$ cat src/rtl/fpu_pkg.sv
// Shared definitions for the FPU operand issuer: op codes, flag bit positions,
// issuer FSM states and the command/response payload structs.
package fpu_pkg;

    localparam int unsigned OP_W   = 2;
    localparam int unsigned DATA_W = 32;
    localparam int unsigned FLAG_W = 3;

    localparam logic [OP_W-1:0] OP_ADD = 2'b00;
    localparam logic [OP_W-1:0] OP_SUB = 2'b01;
    localparam logic [OP_W-1:0] OP_MUL = 2'b10;
    localparam logic [OP_W-1:0] OP_DIV = 2'b11;

    // Bit positions inside the 3-bit flag vectors.
    localparam int unsigned FLG_ERR = 2;
    localparam int unsigned FLG_OVF = 1;
    localparam int unsigned FLG_UDF = 0;

    typedef enum logic [1:0] {
        IDLE = 2'd0,
        WAIT = 2'd1,
        RESP = 2'd2
    } state_e;

    // Operands launched towards the FPU.
    typedef struct packed {
        logic [OP_W-1:0]   op;
        logic [DATA_W-1:0] a;
        logic [DATA_W-1:0] b;
    } fpu_cmd_t;

    // Sampled FPU outcome.
    typedef struct packed {
        logic [DATA_W-1:0] result;
        logic [FLAG_W-1:0] flags;
    } fpu_rsp_t;

    // Assemble the individual FPU status bits into the flag vector order.
    function automatic logic [FLAG_W-1:0] pack_flags(input logic err,
                                                     input logic ovf,
                                                     input logic udf);
        logic [FLAG_W-1:0] f;
        f          = '0;
        f[FLG_ERR] = err;
        f[FLG_OVF] = ovf;
        f[FLG_UDF] = udf;
        return f;
    endfunction

endpackage

$ cat src/rtl/fpu_op_issuer.sv
// fpu_op_issuer: initiator for a combinational FPU.
// Accepts one command on cmd_valid/cmd_ready, launches op/a/b on registered
// fpu_* outputs, waits SETTLE_CYCLES, samples result and status, and returns
// them on rsp_valid/rsp_ready. Keeps sticky flags and a wrapping op counter.
// Ports:
//   clk, rst_n                        clock, async active-low reset
//   cmd_valid/cmd_ready/cmd_op/a/b    command port (cmd_ready is combinational)
//   fpu_op/fpu_a/fpu_b                registered operands to the FPU
//   fpu_result/error/overflow/underflow  FPU outputs
//   rsp_valid/rsp_ready/rsp_result/rsp_flags  response port
//   sticky_flags/sticky_clr           accumulated flags and their clear
//   op_count                          completed captures, wraps
//   busy                              high outside IDLE
module fpu_op_issuer
    import fpu_pkg::*;
#(
    parameter int unsigned SETTLE_CYCLES = 1,
    parameter int unsigned CNT_W         = 16
) (
    input  logic                clk,
    input  logic                rst_n,
    input  logic                cmd_valid,
    output logic                cmd_ready,
    input  logic [OP_W-1:0]     cmd_op,
    input  logic [DATA_W-1:0]   cmd_a,
    input  logic [DATA_W-1:0]   cmd_b,
    output logic [OP_W-1:0]     fpu_op,
    output logic [DATA_W-1:0]   fpu_a,
    output logic [DATA_W-1:0]   fpu_b,
    input  logic [DATA_W-1:0]   fpu_result,
    input  logic                fpu_error,
    input  logic                fpu_overflow,
    input  logic                fpu_underflow,
    output logic                rsp_valid,
    input  logic                rsp_ready,
    output logic [DATA_W-1:0]   rsp_result,
    output logic [FLAG_W-1:0]   rsp_flags,
    output logic [FLAG_W-1:0]   sticky_flags,
    input  logic                sticky_clr,
    output logic [CNT_W-1:0]    op_count,
    output logic                busy
);

    localparam int unsigned SET_W = $clog2(SETTLE_CYCLES + 1);
    localparam logic [SET_W-1:0] SET_LOAD = SET_W'(SETTLE_CYCLES - 1);

    // A zero settle time would sample in the launch cycle; refuse it.
    if (SETTLE_CYCLES < 1) begin : g_settle_check
        $error("fpu_op_issuer: SETTLE_CYCLES must be >= 1");
    end

    state_e              state_q,     state_d;
    logic [SET_W-1:0]    settle_q,    settle_d;
    fpu_cmd_t            cmd_q,       cmd_d;
    fpu_rsp_t            rsp_q,       rsp_d;
    logic [FLAG_W-1:0]   sticky_q,    sticky_d;
    logic [CNT_W-1:0]    count_q,     count_d;
    logic                rsp_valid_q, rsp_valid_d;
    logic                busy_q,      busy_d;

    logic [FLAG_W-1:0]   fpu_flags;

    assign fpu_flags = pack_flags(fpu_error, fpu_overflow, fpu_underflow);

    // State and datapath registers.
    always_ff @(posedge clk or negedge rst_n) begin
        if (!rst_n) begin
            state_q     <= IDLE;
            settle_q    <= '0;
            cmd_q       <= '0;
            rsp_q       <= '0;
            sticky_q    <= '0;
            count_q     <= '0;
            rsp_valid_q <= 1'b0;
            busy_q      <= 1'b0;
        end else begin
            state_q     <= state_d;
            settle_q    <= settle_d;
            cmd_q       <= cmd_d;
            rsp_q       <= rsp_d;
            sticky_q    <= sticky_d;
            count_q     <= count_d;
            rsp_valid_q <= rsp_valid_d;
            busy_q      <= busy_d;
        end
    end

    // Next-state, datapath updates and the command-ready strobe.
    always_comb begin
        state_d   = state_q;
        settle_d  = settle_q;
        cmd_d     = cmd_q;
        rsp_d     = rsp_q;
        sticky_d  = sticky_q;
        count_d   = count_q;
        cmd_ready = 1'b0;

        // Clear is applied before any same-edge capture so new flags survive.
        if (sticky_clr) begin
            sticky_d = '0;
        end

        unique case (state_q)
            IDLE: begin
                cmd_ready = 1'b1;
                if (cmd_valid) begin
                    cmd_d.op = cmd_op;
                    cmd_d.a  = cmd_a;
                    cmd_d.b  = cmd_b;
                    settle_d = SET_LOAD;
                    state_d  = WAIT;
                end
            end
            WAIT: begin
                if (settle_q == '0) begin
                    rsp_d.result = fpu_result;
                    rsp_d.flags  = fpu_flags;
                    sticky_d     = sticky_d | fpu_flags;
                    count_d      = count_q + CNT_W'(1);
                    state_d      = RESP;
                end else begin
                    settle_d = settle_q - SET_W'(1);
                end
            end
            RESP: begin
                if (rsp_ready) begin
                    state_d = IDLE;
                end
            end
            default: begin
                state_d = IDLE;
            end
        endcase

        rsp_valid_d = (state_d == RESP);
        busy_d      = (state_d != IDLE);
    end

    assign fpu_op       = cmd_q.op;
    assign fpu_a        = cmd_q.a;
    assign fpu_b        = cmd_q.b;
    assign rsp_result   = rsp_q.result;
    assign rsp_flags    = rsp_q.flags;
    assign sticky_flags = sticky_q;
    assign op_count     = count_q;
    assign rsp_valid    = rsp_valid_q;
    assign busy         = busy_q;

endmodule
$ cat config.mk
export PLATFORM = sky130hd
export DESIGN_NAME = fpu_op_issuer
export DESIGN_NICKNAME = d
export VERILOG_FILES = /design/src/rtl/fpu_pkg.sv /design/src/rtl/fpu_op_issuer.sv
export SDC_FILE = /design/constraint.sdc
export NUM_CORES = 1
export LEC_CHECK = 0
export CORE_UTILIZATION = 35
export DETAILED_ROUTE_END_ITERATION = 6
export PLACE_DENSITY = 0.73
export SLEW_MARGIN = 0
export SYNTH_ARGS = -nofsm -noshare
export SYNTH_HDL_FRONTEND = slang
export SYNTH_SLANG_ARGS = --single-unit
$ cat constraint.sdc
create_clock -name clk -period 3.8 [get_ports clk]
set_input_delay 0.38 -clock clk [delete_from_list [all_inputs] [get_ports clk]]
set_output_delay 0.38 -clock clk [all_outputs]
set_load 0.02 [all_outputs]
==> results of run 1 <==
==> worst register-to-register path, delay by kind of cell, from the launching register on <==
kind / cells / cell delay [ns]
flops: 1 / 0.41
simple gates: 2 / 0.64
buf+inv: 1 / 0.46
mux: 1 / 0.41
==> stage by stage <==
step | instance area [um^2] | worst slack, ns
after global placement | 7180 | 1.56
after global routing | 7780 | 1.62
final | 7780 | 1.78
after detailed placement | 7180 | 1.49
after floorplan | 4700 | 1.97
after CTS | 7780 | 1.74
==> power by group <==
| group | leakage (uW) | switching (uW) | internal [uW] |
|---|---|---|---|
| clock network | 0.000284 | 565 | 1030 |
| registers | 0.00151 | 329 | 1920 |
| logic | 0.00162 | 1500 | 1510 |
==> sequential cells by signal, indices dropped and copies added, names as in the netlist <==
signal / flops
busy: 1
fpu_a: 32
fpu_b: 32
fpu_op: 2
op_count: 16
rsp_flags: 3
rsp_result: 32
rsp_valid: 1
state_q: 2
sticky_flags: 3
==> routing by layer <==
metal,global-route usage,up-vias,share of wire
met3,0.0722,16,0.082
li1,-,1686,-
met2,0.293,166,0.48
met5,0,-,0
met4,0.0753,0,0.017
met1,0.207,1709,0.42
==> path summary, 6_finish.rpt <==
path,startpoint,endpoint,cells after the start
worst max-delay path,state_q[1],fpu_b[1],4
max in group asynchronous,rst_n,fpu_a[8],2
worst min-delay path,rst_n,rsp_result[27],1
worst max register to register,state_q[1],fpu_b[1],4
min in group clk,op_count[15],op_count[15],1
worst min register to register,op_count[15],op_count[15],1
==> final cells by class <==
cell class	instances	area, um^2
fill	1022	5100
sequential	124	3100
timing repair buffer	233	2330
multi-input combinational	228	1520
clock buffer	22	484
tap	172	215
clock inverter	10	114
inverter	3	11.3
==> logic make-up after synthesis <==
logic type               after synthesis
AO/OA/AOI/OAI                          3
XOR/XNOR                              15
adder cells (fa/ha/maj)                1
buffers and inverters                 19
flip-flops                           124
multiplexers                          66
AND/OR/NAND/NOR                      143
==> synthesized netlist by cell type, drive strengths merged <==
cell,instances,share of area
nand2,117,0.093
inv,3,0.0024
o21ai,3,0.0032
nand2b,1,0.0013
clkbuf,5,0.0040
or4,1,0.0024
xnor2,8,0.015
or2,1,0.0013
nor3,3,0.0032
nand4,5,0.0098
nor2,7,0.0066
nor4,2,0.0027
xor2,7,0.013
nand3,4,0.0069
dfrtp,124,0.66
and2,1,0.0013
ha,1,0.0027
mux2,66,0.16
nor2b,1,0.0013
buf,11,0.012
==> results.cfg, run 1 <==
[outcome]
outcome = finished, final reports clean

[clock_tree]
clockBufferDepth = 2
clk_pin_slew_ns = 0.06
numCtsBuffers = 17
post_cts_buffers = 0
root_buffer = clkbuf_16
cts_tree = done
hold_buffers = 0
h-tree-depth = 4
clk_latency_ns = 0.41
clock-sinks = 124
cts_resized = 0

[timing]
period_needed_ns = 2.02
finalSetupViolCount = 0
fmax_mhz = 495
hold_ws_ns = 0.144
hold_viol = 0
finalMaxSlewViolations = 0
max_slew_margin = 0.312
fin_worst_skew_ns = 0.00740
setup_tns_ns = 0
rsz0062_at_grt = false
min_period_over_period = 0.532
tightestPinTransition_ns = 1.03

[yosys]
synth_top_family_by_area = multiplexers
syn_nets = 478
syn_inst = 371
synth_fa_ha_area_frac = 0.00266
synthXorXnorAreaFrac = 0.0279
synthDistinctLibCells = 26
seq_area_frac_synth = 0.660
ys_ff_latch = 124
muxShareOfSynthArea = 0.158
synthSimpleGateAreaFrac = 0.130
synth-warning-count = 0
syn-cell-area_um2 = 4700
syn_area_per_cell_um2 = 12.7
synth_compound_area_frac = 0.00319

[floorplanning]
start_util = 0.365
io_pins = 229
die_w_um = 118
rows = 41
core_um2 = 12900
die-area_um2 = 13900
die_h_um = 118

[power]
p_leak_uw = 0.00342
power.total_uw = 6850
pwr_density_cell_nw_per_um2 = 881
ir_worst_vdd_mv = 0.414

[drt]
detail_route.wl_per_cell_um = 14.8
final_antenna_net_count = 0
drt-total-wl_um = 11800
drc = 0
dr_total_vias = 3577
initialDrtViolationCount = 162
firstDrtPassIters = 4
via_per_inst = 4.52

[final_layout]
final_core_util = 0.604
drive_above_1_share = 0.124
nets = 714
layout_commonest_cell = clkdlybuf4s50_1
layout_common_cells = clkdlybuf4s50_1 (227), dfrtp_1 (124), nand2_1 (117), mux2_1 (33), mux2_2 (33)
areaGrowthSynthToFinish_pct = 65.3
antenna_cells = 0
layoutNonFillerInstCount = 792

[setup_path]
cp_max_fo = 28
reg2reg_setup_slack_ns = 1.78
crit_required_ns = 4.09
critPathLaunchType = flop
end_kind = flop
path_buf_inv = 1
path_cells = nor2_1 -> and2_2 -> buf_4 -> mux2_2
critPathSlowestCell = and2_2
cp.arrival_ns = 2.31
crit_type = reg2reg
cp_top_family = simple AND/OR/NAND/NOR gates
cpPeakStageDelay_ns = 0.50

[place]
place_congestion = 0.770
port_buffers = 228
dp_hpwl_um = 8400
dp_cells = 760

[grt]
grt_pass1_wl_um = 19400
grtUsageTotal = 0.179
grt_max_degree = 81
grt_pass1_vias = 3849
antenna_found_initial = 0
globalRouteOverflowTotal = 0

[flow_run]
drv_cap = 0

[worst_hold_path]
hold_class = in2async
(Power assumes the default switching activity.)
==> run 2: changes to the inputs <==
--- a/config.mk
+++ b/config.mk
@@ -7,7 +7,7 @@
 export LEC_CHECK = 0
 export CORE_UTILIZATION = 35
 export DETAILED_ROUTE_END_ITERATION = 6
-export PLACE_DENSITY = 0.73
+export PLACE_DENSITY = 0.76
 export SLEW_MARGIN = 0
 export SYNTH_ARGS = -nofsm -noshare
 export SYNTH_HDL_FRONTEND = slang
==> constraint.sdc (replaced) <==
create_clock -name clk -period 1.8 [get_ports clk]
set_input_delay 0.18 -clock clk [delete_from_list [all_inputs] [get_ports clk]]
set_output_delay 0.18 -clock clk [all_outputs]
set_load 0.02 [all_outputs]
==> run 2 against run 1 <==
Effect of this change:
- critical path depth down 3
- sequential power up 110%
- largest power group unchanged
- setup slack worse by 1.7 ns
- critical endpoint is now op_count[3]
- power up 120%
- routed wire length up 0.56%
- critical path type is now reg2out
- largest cell class unchanged
- global-route usage up 0.058 points
==> results.cfg, run 2 (synthesized netlist as in run 1, its figures left out) <==
[outcome]
outcome = finished, final reports clean

[floorplanning]
die_w_um = 118
die_h_um = 118
rows = 41
io_pins = 229
start_util = 0.365
die-area_um2 = 13900
core_um2 = 12900

[final_layout]
fillers = 1022
regArea_um2 = 3100
areaGrowthSynthToFinish_pct = 67.6
antenna_cells = 0
layout_commonest_cell = clkdlybuf4s50_1
layout_common_cells = clkdlybuf4s50_1 (225), dfrtp_1 (124), nand2_1 (117), mux2_1 (33), mux2_2 (33)
multiInputGateArea_um2 = 1520
drive_above_1_share = 0.130
layoutNonFillerInstCount = 795
nets = 717
stdcell_area_um2 = 7880

[drt]
final_antenna_net_count = 0
detail_route.wl_per_cell_um = 14.9
drc = 0
via_per_inst = 4.56
drt-total-wl_um = 11800
firstDrtPassIters = 4
initialDrtViolationCount = 135
dr_total_vias = 3627

[place]
place_congestion = 0.748
port_buffers = 228
dp_slack_ns = 0.189
dp_cells = 762
postPlaceCellArea_um2 = 7220
dp_hpwl_um = 8490

[worst_hold_path]
hold_class = in2async

[setup_path]
path_buf_inv = 1
crit_cells = 1
path_cells = clkdlybuf4s50_1
crit_type = reg2out
cp.arrival_ns = 1.54
rr_endpoint = op_count[13]
ff2ff_path_depth = 4
crit_start = op_count[3]
cpPeakStageDelay_ns = 0.67
critPathLaunchType = flop
critPathSlowestCell = clkdlybuf4s50_1
end_kind = output port
cp_top_family = buffers and inverters
r2r_start = op_count[2]
reg2reg_setup_slack_ns = 0.15
crit_required_ns = 1.62
cp_max_fo = 5

[clock_tree]
post_cts_buffers = 0
root_buffer = clkbuf_16
clk_pin_slew_ns = 0.06
clk_latency_ns = 0.41
clock-sinks = 124
numCtsBuffers = 17
cts_tree = done
clockBufferDepth = 2
h-tree-depth = 4

[timing]
max_slew_margin = 0.725
tightestPinTransition_ns = 0.412
setup_tns_ns = 0
period_needed_ns = 1.72
setup_slack_ns = 0.0766
finalSetupViolCount = 0
min_period_over_period = 0.957
fmax_mhz = 580
finalMaxSlewViolations = 0
fin_worst_skew_ns = 0.00545
rsz0062_at_grt = false
hold_viol = 0

[power]
pwr_density_cell_nw_per_um2 = 1880
ir_worst_vdd_mv = 0.764
p_leak_uw = 0.00348

[grt]
grtUsageMet1 = 0.211
grt-busiest-layer = met2
grt_pass1_wl_um = 19400
grt_use_met3 = 0.0577
grtUsageTotal = 0.180
grt_pass1_vias = 3870
use_met2 = 0.295
globalRouteOverflowTotal = 0
antenna_found_initial = 0
grt_max_degree = 58

[flow_run]
drv_cap = 0
[run 2: changes by cell type in the layout (fill, tap and decap cells not counted), sizes merged]
cell	change
clkbuf	-5
clkinv	+1
dlygate4sd3	+1
bufinv	+3
buf	+2
dlymetal6s2s	+2
clkdlybuf4s50	-2
inv	+1
[run 2: layout make-up]
class	instances	area share
Tap cell	172	0.0273
Timing Repair Buffer	236	0.303
Inverter	3	0.00143
Clock buffer	17	0.0540
Multi-Input combinational cell	228	0.193
Clock inverter	15	0.0281
Sequential cell	124	0.394
[run 2: how the worst max path moves through the flow]
stage | endpoint | slack [ns]
detailed placement | fpu_a[13] | 0.19
floorplan | fpu_b[12] | 0.07
global route | op_count[6] | 0.01
CTS | cmd_ready | 0.005
finish | op_count[3] | 0.08
global placement | fpu_a[19] | 0.23
[run 2: through the flow]
stage / util / hold WS [ns] / power, uW
floorplan: - / -0.116 / 7890
global placement: 0.561 / 0.0747 / 11100
detailed placement: 0.561 / 0.0749 / 11300
CTS: 0.612 / 0.187 / 15000
global route: 0.612 / 0.215 / 15600
finish: 0.612 / 0.196 / 14800
[run 2: power by group]
part	total [uW]	switching [uW]	internal (uW)
Clock	3690	1240	2450
Combinational	6400	3180	3220
Sequential	4760	711	4050
Total	14800	5120	9720
[run 2: routing by layer]
layer	part of all wire	vias up
met5	0	-
met4	0.024	0
met3	0.072	23
met2	0.49	171
met1	0.42	1738
li1	-	1695
[run 2: timing repair]
item                                   in CTS  in global routing
setup endpoints to repair                   0                  2
gates resized for setup                     0                  2
hold buffers                                1                  0
endpoints found under the hold margin     124                  0
==> run 3: changes to the inputs <==
--- a/config.mk
+++ b/config.mk
@@ -7,6 +7,7 @@
 export LEC_CHECK = 0
 export CORE_UTILIZATION = 35
 export DETAILED_ROUTE_END_ITERATION = 6
+export MAX_ROUTING_LAYER = met4
 export PLACE_DENSITY = 0.76
 export SLEW_MARGIN = 0
 export SYNTH_ARGS = -nofsm -noshare
==> run 3 against run 2 <==
Effect of this change:
- routed wire length is essentially flat
- register-to-register slack is essentially flat
- largest power group unchanged
- sequential share of layout area is the same
- via count is essentially flat
- setup slack lost 0.0020 ns
- clock power is essentially flat
- final cell count is the same
- combinational power is essentially flat
- power is essentially flat
- sequential cell count is the same
- critical path depth is the same
==> results.cfg, run 3 (synthesized netlist as in run 1, its figures left out) <==
[drt]
drc = 0
wl_met1_um = 5090
firstDrtPassIters = 4
initialDrtViolationCount = 154
dr_wl_met2_um = 5750
detail_route.wl_per_cell_um = 14.9
highest-signal-layer = met4
dr_total_vias = 3625
final_antenna_net_count = 0
wl_met3_um = 736
drt-total-wl_um = 11800
via_per_inst = 4.56

[setup_path]
critPathLaunchType = flop
r2r_start = op_count[2]
crit_required_ns = 1.62
rr_endpoint = op_count[13]
path_cells = clkdlybuf4s50_1
cpPeakStageDelay_ns = 0.66
cp_max_fo = 6
critPathSlowestCell = clkdlybuf4s50_1
crit_type = reg2out
reg2reg_setup_slack_ns = 0.14
cp_top_family = buffers and inverters
cp.arrival_ns = 1.55
end_kind = output port
path_buf_inv = 1
ff2ff_path_depth = 4

[clock_tree]
root_buffer = clkbuf_16
clock-sinks = 124
cts_tree = done
h-tree-depth = 4
post_cts_buffers = 0
clockBufferDepth = 2
numCtsBuffers = 17
clk_latency_ns = 0.41
clk_pin_slew_ns = 0.06

[final_layout]
areaGrowthSynthToFinish_pct = 67.6
fillers = 1022
multiInputGateArea_um2 = 1520
nets = 717
antenna_cells = 0
stdcell_area_um2 = 7880
drive_above_1_share = 0.130
layoutNonFillerInstCount = 795
regArea_um2 = 3100
layout_commonest_cell = clkdlybuf4s50_1
layout_common_cells = clkdlybuf4s50_1 (225), dfrtp_1 (124), nand2_1 (117), mux2_1 (33), mux2_2 (33)

[place]
port_buffers = 228
dp_slack_ns = 0.189
dp_cells = 762
postPlaceCellArea_um2 = 7220
dp_hpwl_um = 8490
place_congestion = 0.757

[floorplanning]
io_pins = 229
core_um2 = 12900
rows = 41
die_w_um = 118
start_util = 0.365
die_h_um = 118
die-area_um2 = 13900

[timing]
setup_slack_ns = 0.0746
fmax_mhz = 580
min_period_over_period = 0.959
finalSetupViolCount = 0
hold_viol = 0
finalMaxSlewViolations = 0
rsz0062_at_grt = false
setup_tns_ns = 0
tightestPinTransition_ns = 0.410
max_slew_margin = 0.727
period_needed_ns = 1.73
fin_worst_skew_ns = 0.00627

[grt]
grt_pass1_wl_um = 19400
grtUsageTotal = 0.185
grt_max_degree = 58
globalRouteOverflowTotal = 0
grt_pass1_vias = 3880
antenna_found_initial = 0

[power]
power.total_uw = 14800
pwr_density_cell_nw_per_um2 = 1880
ir_worst_vdd_mv = 0.766
p_leak_uw = 0.00348

[outcome]
outcome = finished, final reports clean

[flow_run]
drv_cap = 0

[worst_hold_path]
hold_class = in2async
[run 3: cell counts in the layout (fill, tap and decap cells not counted)]
No cell type changed its count.
[run 3: worst max path at each step]
| stage | startpoint | endpoint | slack (ns) | cells after the start |
|---|---|---|---|---|
| after floorplan | state_q[1] | fpu_b[12] | 0.07 | 6 |
| after global placement | cmd_valid | fpu_a[19] | 0.23 | 4 |
| after detailed placement | cmd_valid | fpu_a[13] | 0.19 | 4 |
| after CTS | state_q[1] | cmd_ready | 0.005 | 2 |
| after global routing | op_count[6] | op_count[6] | 0.008 | 1 |
| final | op_count[6] | op_count[6] | 0.07 | 1 |
[run 3: report_power, final]
part	internal (uW)	switching, uW
sequential	4050	711
combinational	3220	3180
clock	2450	1230
total	9720	5130
[run 3: metal layers]
metal | up-vias | global-route usage
met4 | 0 | 0.0857
met5 | - | -
met1 | 1737 | 0.217
met3 | 21 | 0.0518
met2 | 173 | 0.295
li1 | 1694 | -
[run 3: final cells by class]
| cell class | count | share of cell area |
|---|---|---|
| sequential | 124 | 0.394 |
| timing repair buffer | 236 | 0.303 |
| multi-input combinational | 228 | 0.193 |
| clock buffer | 17 | 0.0540 |
| clock inverter | 15 | 0.0281 |
| tap | 172 | 0.0273 |
| inverter | 3 | 0.00143 |
[run 3: stage by stage]
step	hold WS, ns	utilization
finish	0.197	0.612
global route	0.213	0.612
CTS	0.187	0.612
detailed placement	0.0749	0.561
global placement	0.0747	0.561
floorplan	-0.116	-
[run 3: what timing repair did]
| action | 4_1_cts | 5_1_grt |
|---|---|---|
| setup endpoints to repair | 0 | 2 |
| hold buffers | 1 | 0 |
| gates resized for setup | 0 | 2 |
| hold endpoints to repair | 124 | 0 |
